### config.mk
export PLATFORM = sky130hd
export DESIGN_NAME = reorder_buffer_flat
export DESIGN_NICKNAME = d
export VERILOG_FILES = /design/src/rtl/reorder_buffer_if.sv /design/src/rtl/reorder_buffer.sv /design/src/flat_wrapper.sv
export SDC_FILE = /design/constraint.sdc
export NUM_CORES = 1
export LEC_CHECK = 0
export CORE_MARGIN = 2
export CORE_UTILIZATION = 55
export CTS_CLUSTER_DIAMETER = 60
export DETAILED_ROUTE_END_ITERATION = 10
export PLACE_DENSITY = 0.82
export RECOVER_POWER = 50
export SYNTH_ARGS = -nofsm -noshare
export SYNTH_HDL_FRONTEND = slang
export SYNTH_SLANG_ARGS = --single-unit
### constraint.sdc
create_clock -name clk -period 3.9 [get_ports clk]
set_input_delay 0.585 -clock clk [delete_from_list [all_inputs] [get_ports clk]]
set_output_delay 0.585 -clock clk [all_outputs]
set_load 0.01 [all_outputs]
### src/rtl/reorder_buffer_if.sv
// Bus bundle for reorder_buffer: N parallel producer channels in, one serial
// consumer out, plus the completed-frame level.
//   s_stb  [N]      per-channel input valid
//   s_dat  [N*W]    channel i data in s_dat[i*W +: W]
//   s_rdy  [N]      per-channel accept (one-hot or zero)
//   m_rdy           consumer ready
//   m_stb           output valid
//   m_dat  [IW+W]   {channel index, data}
//   m_last          end-of-frame marker (channel N-1)
//   lvl    [PW+1]   completed frames still occupying a bank
// slave: the reorder buffer side.  master: the producer/consumer side.
interface reorder_buffer_if #(
  parameter int W = 8,
  parameter int N = 2,
  parameter int F = 2
);
  localparam int IW = $clog2(N);
  localparam int PW = (F > 1) ? $clog2(F) : 1;

  logic [N-1:0]    s_stb;
  logic [N*W-1:0]  s_dat;
  logic [N-1:0]    s_rdy;
  logic            m_rdy;
  logic            m_stb;
  logic [IW+W-1:0] m_dat;
  logic            m_last;
  logic [PW:0]     lvl;

  modport master (
    output s_stb, s_dat, m_rdy,
    input  s_rdy, m_stb, m_dat, m_last, lvl
  );

  modport slave (
    input  s_stb, s_dat, m_rdy,
    output s_rdy, m_stb, m_dat, m_last, lvl
  );
endinterface

### src/rtl/reorder_buffer.sv
// reorder_buffer: collects one word from each of N channels into a frame bank,
// in whatever order the channels arrive, then streams the completed frame out
// in channel-index order tagged with the channel index. F banks form a ring so
// one frame can fill while an earlier one drains.
// Ports:
//   clk   clock, rising edge
//   rst   asynchronous active-high reset
//   bus   reorder_buffer_if.slave (s_stb/s_dat/s_rdy in, m_*/lvl out)
module reorder_buffer #(
  parameter int W = 8,
  parameter int N = 2,
  parameter int F = 2
) (
  input  logic            clk,
  input  logic            rst,
  reorder_buffer_if.slave bus
);
  localparam int IW = $clog2(N);
  localparam int PW = (F > 1) ? $clog2(F) : 1;
  // Bank arrays are sized to the full pointer range so every pointer value is
  // a legal index; with F=1 the second bank is simply never addressed.
  localparam int NB = 1 << PW;
  localparam logic [PW-1:0] PTR_LAST = PW'(F - 1);
  localparam logic [IW-1:0] IDX_LAST = IW'(N - 1);

  logic [W-1:0]    mem_q [NB][N];
  logic [NB-1:0]   full_q,   full_d;
  logic [PW-1:0]   wb_q,     wb_d;
  logic [PW-1:0]   rb_q,     rb_d;
  logic [N-1:0]    mask_q,   mask_d;
  logic [IW-1:0]   ri_q,     ri_d;
  logic            m_stb_q,  m_stb_d;
  logic [IW+W-1:0] m_dat_q,  m_dat_d;
  logic            m_last_q, m_last_d;
  logic [PW:0]     lvl_q,    lvl_d;

  logic            wr_open;
  logic [N-1:0]    elig;
  logic [N-1:0]    grant;
  logic [IW-1:0]   widx;
  logic [W-1:0]    wdat;
  logic            wr;
  logic            wr_done;
  logic            ld;
  logic            rd_done;

  // Write arbitration: lowest-index channel that has not yet contributed to
  // the open bank. Gated by rst so s_rdy reads 0 throughout reset.
  always_comb begin
    wr_open = ~full_q[wb_q];
    elig    = bus.s_stb & ~mask_q & {N{wr_open & ~rst}};
    grant   = elig & (~elig + N'(1));
  end

  always_comb begin
    widx = '0;
    for (int unsigned i = 0; i < N; i++) begin
      if (grant[i]) widx = IW'(i);
    end
  end

  assign wdat    = bus.s_dat[widx*W +: W];
  assign wr      = |grant;
  assign wr_done = wr && ((mask_q | grant) == '1);

  assign ld      = full_q[rb_q] && (!m_stb_q || bus.m_rdy);
  assign rd_done = ld && (ri_q == IDX_LAST);

  always_comb begin
    full_d   = full_q;
    wb_d     = wb_q;
    rb_d     = rb_q;
    mask_d   = mask_q;
    ri_d     = ri_q;
    m_stb_d  = m_stb_q;
    m_dat_d  = m_dat_q;
    m_last_d = m_last_q;
    lvl_d    = lvl_q;

    if (wr) begin
      if (wr_done) begin
        full_d[wb_q] = 1'b1;
        mask_d       = '0;
        wb_d         = (wb_q == PTR_LAST) ? '0 : wb_q + 1'b1;
      end else begin
        mask_d = mask_q | grant;
      end
    end

    // A completing write and a freeing read never target the same bank:
    // the write bank is empty and the read bank is full.
    if (ld) begin
      m_stb_d  = 1'b1;
      m_dat_d  = {ri_q, mem_q[rb_q][ri_q]};
      m_last_d = rd_done;
      if (rd_done) begin
        ri_d         = '0;
        full_d[rb_q] = 1'b0;
        rb_d         = (rb_q == PTR_LAST) ? '0 : rb_q + 1'b1;
      end else begin
        ri_d = ri_q + 1'b1;
      end
    end else if (m_stb_q && bus.m_rdy) begin
      m_stb_d = 1'b0;
    end

    case ({wr_done, rd_done})
      2'b10:   lvl_d = lvl_q + 1'b1;
      2'b01:   lvl_d = lvl_q - 1'b1;
      default: lvl_d = lvl_q;
    endcase
  end

  always_ff @(posedge clk or posedge rst) begin
    if (rst) begin
      full_q   <= '0;
      wb_q     <= '0;
      rb_q     <= '0;
      mask_q   <= '0;
      ri_q     <= '0;
      m_stb_q  <= 1'b0;
      m_dat_q  <= '0;
      m_last_q <= 1'b0;
      lvl_q    <= '0;
    end else begin
      full_q   <= full_d;
      wb_q     <= wb_d;
      rb_q     <= rb_d;
      mask_q   <= mask_d;
      ri_q     <= ri_d;
      m_stb_q  <= m_stb_d;
      m_dat_q  <= m_dat_d;
      m_last_q <= m_last_d;
      lvl_q    <= lvl_d;
    end
  end

  // Frame storage is intentionally not reset.
  always_ff @(posedge clk) begin
    if (wr) mem_q[wb_q][widx] <= wdat;
  end

  assign bus.s_rdy  = grant;
  assign bus.m_stb  = m_stb_q;
  assign bus.m_dat  = m_dat_q;
  assign bus.m_last = m_last_q;
  assign bus.lvl    = lvl_q;
endmodule

### src/flat_wrapper.sv
// flat-port wrapper written by rule: the top's interface ports become plain ports
module reorder_buffer_flat 
#(
  parameter int W = 8,
  parameter int N = 2,
  parameter int F = 2
)
  (clk, rst, bus_s_stb, bus_s_dat, bus_m_rdy, bus_s_rdy, bus_m_stb, bus_m_dat, bus_m_last, bus_lvl);
  reorder_buffer_if #(.W(W), .N(N), .F(F)) bus_i ();
  input  logic clk;
  input  logic rst;
  input wire logic [$bits(bus_i.s_stb)-1:0] bus_s_stb;
  input wire logic [$bits(bus_i.s_dat)-1:0] bus_s_dat;
  input wire logic [$bits(bus_i.m_rdy)-1:0] bus_m_rdy;
  output wire logic [$bits(bus_i.s_rdy)-1:0] bus_s_rdy;
  output wire logic [$bits(bus_i.m_stb)-1:0] bus_m_stb;
  output wire logic [$bits(bus_i.m_dat)-1:0] bus_m_dat;
  output wire logic [$bits(bus_i.m_last)-1:0] bus_m_last;
  output wire logic [$bits(bus_i.lvl)-1:0] bus_lvl;
  assign bus_i.s_stb = bus_s_stb;
  assign bus_i.s_dat = bus_s_dat;
  assign bus_i.m_rdy = bus_m_rdy;
  assign bus_s_rdy = bus_i.s_rdy;
  assign bus_m_stb = bus_i.m_stb;
  assign bus_m_dat = bus_i.m_dat;
  assign bus_m_last = bus_i.m_last;
  assign bus_lvl = bus_i.lvl;
  reorder_buffer #(.W(W), .N(N), .F(F)) u_core (.clk(clk), .rst(rst), .bus(bus_i));
endmodule
# Word level (Yosys, flattened, before mapping)
# Memory sizes are Yosys's and may differ from the RTL's.
# Index checks and enable logic that the tools add are counted.
[totals]
memories = 1
inputBits = 21
wordCells = 82
ff_bits = 20
output_inout_bits = 15
ramBits = 32
[op_classes]
n_lt_le_gt_ge = 7
n_reduce_logical = 14
n_shift = 1
eq_ne = 3
addsub = 6
muxes = 27
n_bitwise = 14
[memory_table]
columns = ["memory", "depth", "word_bits", "read_ports", "rd_ports_with_merged_regs", "wr", "line_no", "text"]
rows = [
  ["u_core.mem_q", 2, 16, 1, 0, 1, "reorder_buffer.sv:26", "logic [W-1:0] mem_q [NB][N];"],
]
[ops]
columns = ["op", "n"]
rows = [
  ["2-to-1 mux 8 bit", 4],
  ["2-to-1 mux 16 bit", 1],
  ["variable part select 16 x 5 -> 8 bit", 1],
  ["2-to-1 mux 1 bit", 13],
  ["2-to-1 mux 2 bit", 5],
  ["bitwise AND 2 bit", 4],
  ["demux 8 bit (select 1 bit)", 1],
  ["logical AND 1 bit", 7],
  ["NOT 2 bit", 3],
  ["adder 2 x 1 -> 2 bit (second input constant)", 2],
  ["== test 2 bit (second input constant)", 2],
  [">= comparator 2 bit (second input constant)", 2],
  ["less-than comparator 1 x 2 -> 1 bit (second input constant)", 2],
  ["NOT 1 -> 2 bit", 2],
  ["bitwise OR 2 bit", 2],
  ["case mux 2 bit (2 select lines)", 1],
  ["AND reduction 2 bit", 2],
  ["nonzero test 2 bit", 2],
  ["adder 1 bit (second input constant)", 3],
  ["demux 1 bit (select 1 bit)", 2],
  ["== test 2 x 1 -> 1 bit (second input constant)", 1],
  [">= comparator 1 bit (second input constant)", 2],
  ["less-than comparator 2 x 1 -> 1 bit (second input constant)", 1],
  ["NOT 1 bit", 2],
  ["other kinds (5)", 5],
]

# Depth between registers and ports, before layout
[depth]
depth_word = 16
depth_mapped = 8
depth_no_buf = 7

# Worst setup path before layout
# No wires, ideal clock.
[synth_path]
path_kind = "input to register"
from = "in rst"
to = "mem u_core.mem_q[0][0] in the netlist's numbering (enable)"
path_buffers = 1
t_arrival_ns = 1.691
path_slack_ns = 1.814
setup_time_ns = 0.395
required_ns = 3.505
path_stages = 2
path_cell_list = "clkbuf_1 > nor4_1"
[synth_via]
elab_chain_cells = 13
word_cells_on_any_way = 16
classes_between = "add/sub (1); order compare (2); mux (5); bitwise (6); reduce/logical (2)"
[synth_rtl]
columns = ["element", "line_no", "text"]
rows = [
  ["from (decl)", "flat_wrapper.sv:11", "input logic rst;"],
  ["NOT 1 bit *", "reorder_buffer.sv:51", "elig = bus.s_stb & ~mask_q & {N{wr_open & ~rst}};"],
  ["bitwise AND 1 bit *", "reorder_buffer.sv:51", ""],
  ["bitwise AND 2 bit *", "reorder_buffer.sv:51", ""],
  ["NOT 2 bit", "reorder_buffer.sv:52", "grant = elig & (~elig + N'(1));"],
  ["adder 2 x 1 -> 2 bit", "reorder_buffer.sv:52", ""],
  ["bitwise AND 2 bit *", "reorder_buffer.sv:52", ""],
  ["2-to-1 mux 1 bit", "reorder_buffer.sv:58", "if (grant[i]) widx = IW'(i);"],
  ["NOT 1 -> 2 bit (not written as such)", "reorder_buffer.sv:140", "if (wr) mem_q[wb_q][widx] <= wdat;"],
  [">= comparator 2 bit (not written as such) / less-than comparator 2 x 1 -> 1 bit (equally long branches)", "reorder_buffer.sv:140", ""],
  ["logical AND 1 bit (not written as such)", "reorder_buffer.sv:140", ""],
  ["2-to-1 mux 8 bit (not written as such)", "reorder_buffer.sv:140", ""],
  ["demux 8 bit (select 1 bit)", "reorder_buffer.sv:140", ""],
  ["2-to-1 mux 16 bit (not written as such) *", "reorder_buffer.sv:140", ""],
  ["to (decl)", "reorder_buffer.sv:26", ""],
]
# Mark *: on every way between the ends. The rest lies on a longest branch, timed or not.

# Final worst setup path
[layout_path]
from = "in rst"
to = "out bus_s_rdy[0]"
[layout_via]
elab_chain_cells = 6
[layout_rtl]
columns = ["element", "line_no", "text"]
rows = [
  ["NOT 1 bit *", "reorder_buffer.sv:51", ""],
  ["bitwise AND 1 bit *", "reorder_buffer.sv:51", ""],
  ["bitwise AND 2 bit *", "reorder_buffer.sv:51", ""],
  ["NOT 2 bit", "reorder_buffer.sv:52", ""],
  ["adder 2 x 1 -> 2 bit", "reorder_buffer.sv:52", ""],
  ["bitwise AND 2 bit *", "reorder_buffer.sv:52", ""],
  ["to (decl)", "flat_wrapper.sv:15", "output wire logic [$bits(bus_i.s_rdy)-1:0] bus_s_rdy;"],
]
# Marked as above.

==> metrics <==
ANT nets after route=0; GR Overflow Total=0; setup_tns=0 ps; sequential area share after synthesis=66.63%; hold path depth=1; drt pass-1 iters=4; I/O pin count=36; starting density of the core=58.59%; RSZ-0062 raised after global routing=false; GPL Wtd Cong=0.8212; post-DP HPWL=2790 microns; vias in the first global route=1,278; Synth Warn #=0; Die X=67.15 microns; via/cell ratio=5.692; Worst Clk Skew=10.43 ps; synth unique cells=35; H-Tree Level Count=2; Final Instance Area=2755 sq um; first-pass GRT wire length=6389 microns; CTS Root Cell=clkbuf_8; GRT Resource Usage Total=20.31%; Req. time, crit path=3310 ps; Synth Flop Type=edfxtp_1; vias after detailed routing=1,258; Core Footprint=3744 sq um; Fin. Hold Viols=0; fraction of layout cells with a size suffix above 1=22.54%; Max-Slew Margin vs Limit=26.35%; clk buf depth=2; status=completed; #FFs+latches synth=52; PortBufs=35; number of buffers created by CTS=5; Post-synth EDFFs=32; Yosys top cell by area=edfxtp_1; Clock Latency Late Sink=300 ps; Yosys top cell area share=43.81%; Worst setup EP type=primary output; worst hold-check path type=reg2reg; min-delay src=u_core.bus.lvl[1]$_DFFE_PP0P_; Routed WL=4005 microns; pin count of the biggest net entering global routing=21; Post-synth top cells=edfxtp_1 (32), dfrtp_1 (20), mux2_2 (18); min Tclk post-route=2875 ps; initial antenna violation count=0; leakage=1.008 nW; R2R Path Start=u_core.rb_q$_DFFE_PP0P_; post-CTS setup buffers=0; n_diodes=0; fin crit share=73.71%; Die ar.=4509 sq um; Die H=67.15 microns; row count=22; P&R area growth vs syn=25.61%; Worst Max-Slew Pin Slew=1105 ps; worst reg2reg setup slack=1330 ps; Net Count, Synth=152; syn avg cell area=16.87 sq um; Final setup viols=0; crit path launch type=primary input; TritonCTS clock tree=done; largest cells by area after synthesis=edfxtp_1 (44%), dfrtp_1 (23%), mux2_2 (9.2%); DR DRC count=0; Netlist Area Pre-Place=2193 sq um; WS Path Type=in2out; Slew Limit Fails=0; asr flop ratio synth=38.46%; Critical Path AT=2290 ps; nets=194; clk slew on worst S/H paths=90 ps; Hold-fix buffers, CTS=0; Synth Instances=130; top-count cell post-synth=edfxtp_1; area post-placement=2620 sq um; maximum VDD drop=420.4 uV; worst-case reg-to-reg path depth=7; WHS Endpoint=u_core.bus.lvl[1]$_DFFE_PP0P_; CP max FO=10; maxcap violations=0; r2r endpoint=u_core.bus.lvl[1]$_DFFE_PP0P_; clk sink count=52; power per cell area=720.9 nW/um^2; Power Total=0.001986 W; fmax=347.9 MHz; initial DRC count=50; PostCTS Resize Cnt=0; drt wl/cell=18.12 microns
worst max-delay path by stage:
stage | cells past startpoint | to | from
2_1_floorplan | 2 | u_core.mem_q[0][0]$_DFFE_PP_ | rst
3_3_place_gp | 4 | bus_s_rdy[0] | rst
3_5_place_dp | 4 | bus_s_rdy[0] | rst
4_1_cts | 4 | bus_s_rdy[0] | rst
5_1_grt | 4 | bus_s_rdy[0] | rst
6_report | 4 | bus_s_rdy[0] | rst
flip-flops by register name (all words and copies together) (netlist names):
name / cells
u_core.bus.lvl: 2
u_core.bus.m_dat: 9
u_core.bus.m_last: 1
u_core.bus.m_stb: 1
u_core.full_q: 2
u_core.mask_q: 2
u_core.mem_q: 32
u_core.rb_q: 1
u_core.ri_q: 1
u_core.wb_q: 1
worst max-delay path: stages:
cell and delay [ps]:
dlygate4sd3_1 680, or2_2 370, nor2_1 110, clkdlybuf4s50_1 540
cell usage in the layout, fill, tap and decap left out, drive strengths merged, types with 2 or more instances in the layout:
master | synthesis | routed
dlygate4sd3 | 0 | 15
mux4 | 8 | 8
clkbuf | 3 | 11
nor4 | 2 | 2
inv | 6 | 6
nand2b | 4 | 4
xor2 | 2 | 2
nor3 | 2 | 2
clkdlybuf4s50 | 0 | 20
o31ai | 2 | 2
a31oi | 2 | 2
mux2 | 19 | 19
edfxtp | 32 | 32
dfrtp | 20 | 20
a21oi | 2 | 2
nand2 | 2 | 2
xnor2 | 2 | 2
bufinv | 0 | 2
nor2 | 3 | 3
nand3b | 2 | 2
report_power, final:
part | switching (W) | total [W] | internal, W
logic | 0.000274 | 0.000645 | 0.000371
registers | 0.000137 | 0.000874 | 0.000737
clock network | 0.000173 | 0.000468 | 0.000295
total | 0.000584 | 0.00199 | 0.00140
cell families (layout without fill, tap and decap cells):
kind of cell	after synthesis	after routing	synth area share [%]
simple gates	21	21	6.161
mux	28	28	18.60
buf+inv	12	55	2.339
xor+xnor	4	4	1.598
fa+ha+maj	1	1	0.5704
flops	52	52	66.63
compound gates	12	12	4.107
layout make-up:
class / count / area, sq um
Tap cell: 48 / 60.06
Multi-Input combinational cell: 66 / 680.7
Timing Repair Buffer: 41 / 376.6
Inverter: 6 / 22.52
Fill cell: 250 / 988.4
Clock inverter: 2 / 60.06
Sequential cell: 52 / 1461
Clock buffer: 6 / 93.84
through the flow:
step / util, % / hold slack, ps / cells / worst slack (ps)
global route: 73.60 / 521.6 / 221 / 960.4
finish: 73.60 / 496.9 / 221 / 1025
CTS: 74.10 / 510.8 / 221 / 1091
global placement: 69.99 / 462.1 / 213 / 1115
floorplan: - / 481.6 / 130 / 1814
detailed placement: 69.99 / 494.0 / 213 / 1091
layer usage:
metal	vias up	share of wire, %	global-route usage (%)
li1	579	-	-
met1	635	40	25.82
met2	42	54	35.15
met3	2	5.7	4.500
met4	0	0.30	6.122
met5	-	0	0
Power figures use the tool's default switching activity.
==> patch 1, RTL diff (same settings) <==
`F` is set to 2 in 3 places; all go to 1.
--- a/src/rtl/reorder_buffer_if.sv
+++ b/src/rtl/reorder_buffer_if.sv
@@ -12,7 +12,7 @@
 interface reorder_buffer_if #(
   parameter int W = 8,
   parameter int N = 2,
-  parameter int F = 2
+  parameter int F = 1
 );
   localparam int IW = $clog2(N);
   localparam int PW = (F > 1) ? $clog2(F) : 1;
--- a/src/rtl/reorder_buffer.sv
+++ b/src/rtl/reorder_buffer.sv
@@ -9,7 +9,7 @@
 module reorder_buffer #(
   parameter int W = 8,
   parameter int N = 2,
-  parameter int F = 2
+  parameter int F = 1
 ) (
   input  logic            clk,
   input  logic            rst,
--- a/src/flat_wrapper.sv
+++ b/src/flat_wrapper.sv
@@ -3,7 +3,7 @@
 #(
   parameter int W = 8,
   parameter int N = 2,
-  parameter int F = 2
+  parameter int F = 1
 )
   (clk, rst, bus_s_stb, bus_s_dat, bus_m_rdy, bus_s_rdy, bus_m_stb, bus_m_dat, bus_m_last, bus_lvl);
   reorder_buffer_if #(.W(W), .N(N), .F(F)) bus_i ();
Formal check against the unedited RTL: not equivalent (a bounded check fails within 4 cycles, from zero or initial values and one cycle with rst high).
==> patch 1 against the unedited design <==
Total power decreased by 40%; highest routed layer unchanged; worst setup slack got worse by 0.36 ns; clock skew about the same; synthesized area decreased by 37%; cell area decreased by 35%; count of clock-buffer cells in the layout increased by 2; register-to-register slack improved by 0.78 ns; utilization increased by 0.48 points; final cell count decreased by 23%; combinational power decreased by 29%; routed wire length decreased by 36%; non-clock buffer count decreased by 5; sequential cell count decreased by 19; critical endpoint unchanged.
==> patch 1: results (changes against the unedited design) <==
- Post-DP HPWL: 1830 µm (-34%)
- Drt first-iter violations: 21 (-58%)
- Non-CTS buffers: 36 (-12%)
- Leak: 0.720 nW (-29%)
- Comb pwr: 458 µW (-29%)
- Wire per inst: 15.1 µm (-17%)
- Skew final: 0.0104 ns (-0.0000718 ns)
- Adder-cell share of the synthesized area: 0.00899 (+0.00329)
- Max reg flops: 16 (-50%)
- Placed Cells: 162 (-24%)
- Buffer share of cell area: 0.197 (+0.0598)
- Root buf cell: clkbuf_4
- #FFs+latches synth: 33 (-37%)
- Cells after synthesis: 99 (-24%)
- Largest net degree at the start of global routing: 18 (-14%)
- Pwr/cell area: 665 nW/µm² (-7.8%)
- Run status: finished, final reports clean
- Synth Area in XOR/XNOR: 0.0252 (+0.00921)
- Routability cong.: 0.744 (-9.4%)
- Number of vias per cell: 5.34 (-6.2%)
- Sequential Power: 565 µW (-35%)
- Layout fillers: 173 (-31%)
- Slowest cell on crit path: clkdlybuf4s50_1
- Clock latency on the worst-skew pair: 0.32 ns (+0.02 ns)
- Proportion of layout cells with a drive suffix above 1: 0.107 (-0.118)
- EDFF count, synth: 16 (-50%)
- Sw Share: 0.329 (+0.0356)
- First-pass GRT wire length: 4130 µm (-35%)
- CP peak stage delay: 0.64 ns (-0.04 ns)
- Multi-input combinational area share: 0.244 (-0.00260)
- Area contributors post-synth: edfxtp_1 35%, dfrtp_1 31%, mux2_2 6.5%
- Clock buf count: 8 (+2)
- Worst-margin pin slew: 0.649 ns (-0.456 ns)
- Distinct cells, synth: 25 (-29%)
- VDD IR max: 0.000530 V (+26%)
- Post-synthesis mux area share: 0.122 (-0.0637)
- WL final: 2570 µm (-36%)
- Async S/R FF share, synth: 0.515 (+0.131)
- Clock tree cell share of total cell area: 0.0271 (-0.0288)
- Comb_multi_in: 59 (-11%)
- Register share of the cell area: 0.503 (-0.0276)
- Final Cell Area: 1800 µm² (-35%)
patch 1: worst paths after layout:
path / from / endpoint / slack (ns) / depth (start not counted)
setup / recovery: rst / bus_s_rdy[0] / 0.67 / 5
hold / removal: u_core.bus.lvl[1]$_DFFE_PP0P_ / u_core.bus.lvl[1]$_DFFE_PP0P_ / 0.48 / 1
setup reg to reg: u_core.full_q[0]$_DFF_PP0_ / u_core.mem_q[0][4]$_DFFE_PP_ / 2.11 / 3
hold reg to reg: u_core.bus.lvl[1]$_DFFE_PP0P_ / u_core.bus.lvl[1]$_DFFE_PP0P_ / 0.48 / 1
max in group asynchronous: rst / u_core.bus.m_dat[3]$_DFFE_PP0N_ / 2.59 / 2
min in group asynchronous: rst / u_core.bus.m_dat[8]$_DFFE_PP0N_ / 0.88 / 2
patch 1: routing by layer:
metal  track usage  vias to the layer above  share of wire
met5             0                        -              0
met4         0.108                        0          0.015
met3        0.0601                        4          0.058
met2         0.341                       38           0.52
met1         0.259                      426           0.41
li1              -                      440              -
==> patch 2, RTL diff (same settings) <==
Made on the original files. Reset style: synchronous (`rst`), changed in one clocked block. Comments in the files are not updated.
--- a/src/rtl/reorder_buffer.sv
+++ b/src/rtl/reorder_buffer.sv
@@ -111,7 +111,7 @@
     endcase
   end
 
-  always_ff @(posedge clk or posedge rst) begin
+  always_ff @(posedge clk) begin
     if (rst) begin
       full_q   <= '0;
       wb_q     <= '0;
Behaviour: differs if rst is asserted again (counterexample within 4 cycles, from zero or initial values and one cycle with rst high); with rst held inactive, the same outputs for 10 cycles.
==> patch 2 against the unedited design <==
Via count grew 12%; synthesized area grew 2.2%; routed wire length grew 4.2%; non-clock buffer count shrank 4; maximum frequency shrank 6.9%; cell area shrank 1.9%; worst setup slack lost 0.21 ns; count of clock-buffer cells in the layout grew 1; sequential cell count grew 1; critical path type unchanged; largest cell class unchanged.
Power is not compared: it rests on default switching activity, and its combinational part moved more than twofold at a synthesized area within 25%.
==> patch 2: results (changes against the unedited design) <==
- Vias in the first global route: 1429 (+12%)
- Flop-to-flop setup slack: 1.29 ns (-0.04 ns)
- Worst hold path cell count: 2 (+1)
- CP peak stage delay: 0.79 ns (+0.11 ns)
- Async S/R FF share, synth: 0 (-0.385)
- Mapped Nets: 182 (+20%)
- Pre-CTS setup slack: 0.821 ns (-0.269 ns)
- Distinct cells, synth: 37 (+5.7%)
- Number of vias per cell: 5.75 (+0.96%)
- Placed Cells: 237 (+11%)
- Area contributors post-synth: edfxtp_1 43%, dfxtp_1 19%, mux4_2 8.0%
- Critical Path Sink: bus_s_rdy[1]
- Antenna cell count: 0 (unchanged)
- CTS resizes: 0 (unchanged)
- Max reg flops: 32 (unchanged)
- CTS max path bufs: 2 (unchanged)
- Wire per inst: 17.0 µm (-6.0%)
- DP Area: 2610 µm² (-0.29%)
- Relative slew margins: 0.512 (+0.249)
- Post-DP HPWL: 3070 µm (+10%)
- Crit Reg-Reg Endpoint: u_core.mem_q[1][6]$_DFFE_PP_
- R2R Path Start: u_core.wb_q$_SDFFE_PP0P_
- Cells after synthesis: 160 (+23%)
- Skew final: 0.00374 ns (-0.00668 ns)
- Worst Hold Slack: 0.486 ns (-0.0113 ns)
- WL final: 4170 µm (+4.2%)
- Top Family by Delay on Critical Path: buffers and inverters
- First-pass GRT wire length: 6670 µm (+4.3%)
- Run status: finished, final reports clean
- H-tree depth: 2 (unchanged)
- Proportion of layout cells with a drive suffix above 1: 0.144 (-0.0818)
- Commonest cells in the netlist: 32 x edfxtp_1, 21 x dfxtp_1, 14 x a21oi_1
- Min-Delay Path Class: reg -> reg
- Largest Register: u_core.mem_q
- Num CTS Buffers: 5 (unchanged)
- Routability cong.: 0.777 (-5.4%)
- Sequential share of power: 0.560
- Hold Startpoint: u_core.bus.m_last$_SDFFE_PP0P_
- Register area share after synthesis: 0.616 (-0.0502)
- Worst R2R Path Depth: 4 (-3)
- Final net count: 216 (+11%)
- Clock Pin Slew Worst Setup and Hold Paths: 0.09 ns (about the same)
- Max FO, Critical Path: 20 (+10)
- Logic pwr share: 0.134
- VDD IR max: 0.000266 V
- Starting Density: 0.565 (-0.0213)
- Initial antenna violation count: 0 (unchanged)
- Clock latency on the worst-skew pair: 0.31 ns
- GRT Util Overall: 0.206 (+0.00306)
- Drt first-iter violations: 98 (+96%)
- Hold Path End: u_core.bus.m_last$_SDFFE_PP0P_
- EDFF count, synth: 32 (unchanged)
- CP arrival: 2.50 ns (+0.21 ns)
patch 2: cells by family (layout without fill, tap and decap cells):
family,Yosys count,after routing,share of synthesized area
buffers and inverters,17,52,0.0374
AO/OA/AOI/OAI,36,36,0.0910
AND/OR/NAND/NOR,30,30,0.0848
XOR/XNOR,2,2,0.00781
adder cells (fa/ha/maj),1,1,0.00558
flip-flops,53,53,0.616
multiplexers,21,21,0.157
patch 2: area by class of cell:
| type | count | area (µm²) |
|---|---|---|
| Clock buffer | 7 | 108 |
| Tap cell | 50 | 62.6 |
| Timing Repair Buffer | 37 | 358 |
| Clock inverter | 1 | 7.51 |
| Sequential cell | 53 | 1380 |
| Multi-Input combinational cell | 90 | 761 |
| Inverter | 7 | 26.3 |
| Fill cell | 271 | 1270 |
patch 2: per-layer routing:
metal / GRT usage / wire length (µm) / up-vias
met5: 0 / 0 / -
met2: 0.371 / 2130 / 47
met3: 0.0395 / 212 / 8
met4: 0.100 / 78 / 0
met1: 0.235 / 1750 / 681
li1: - / - / 672
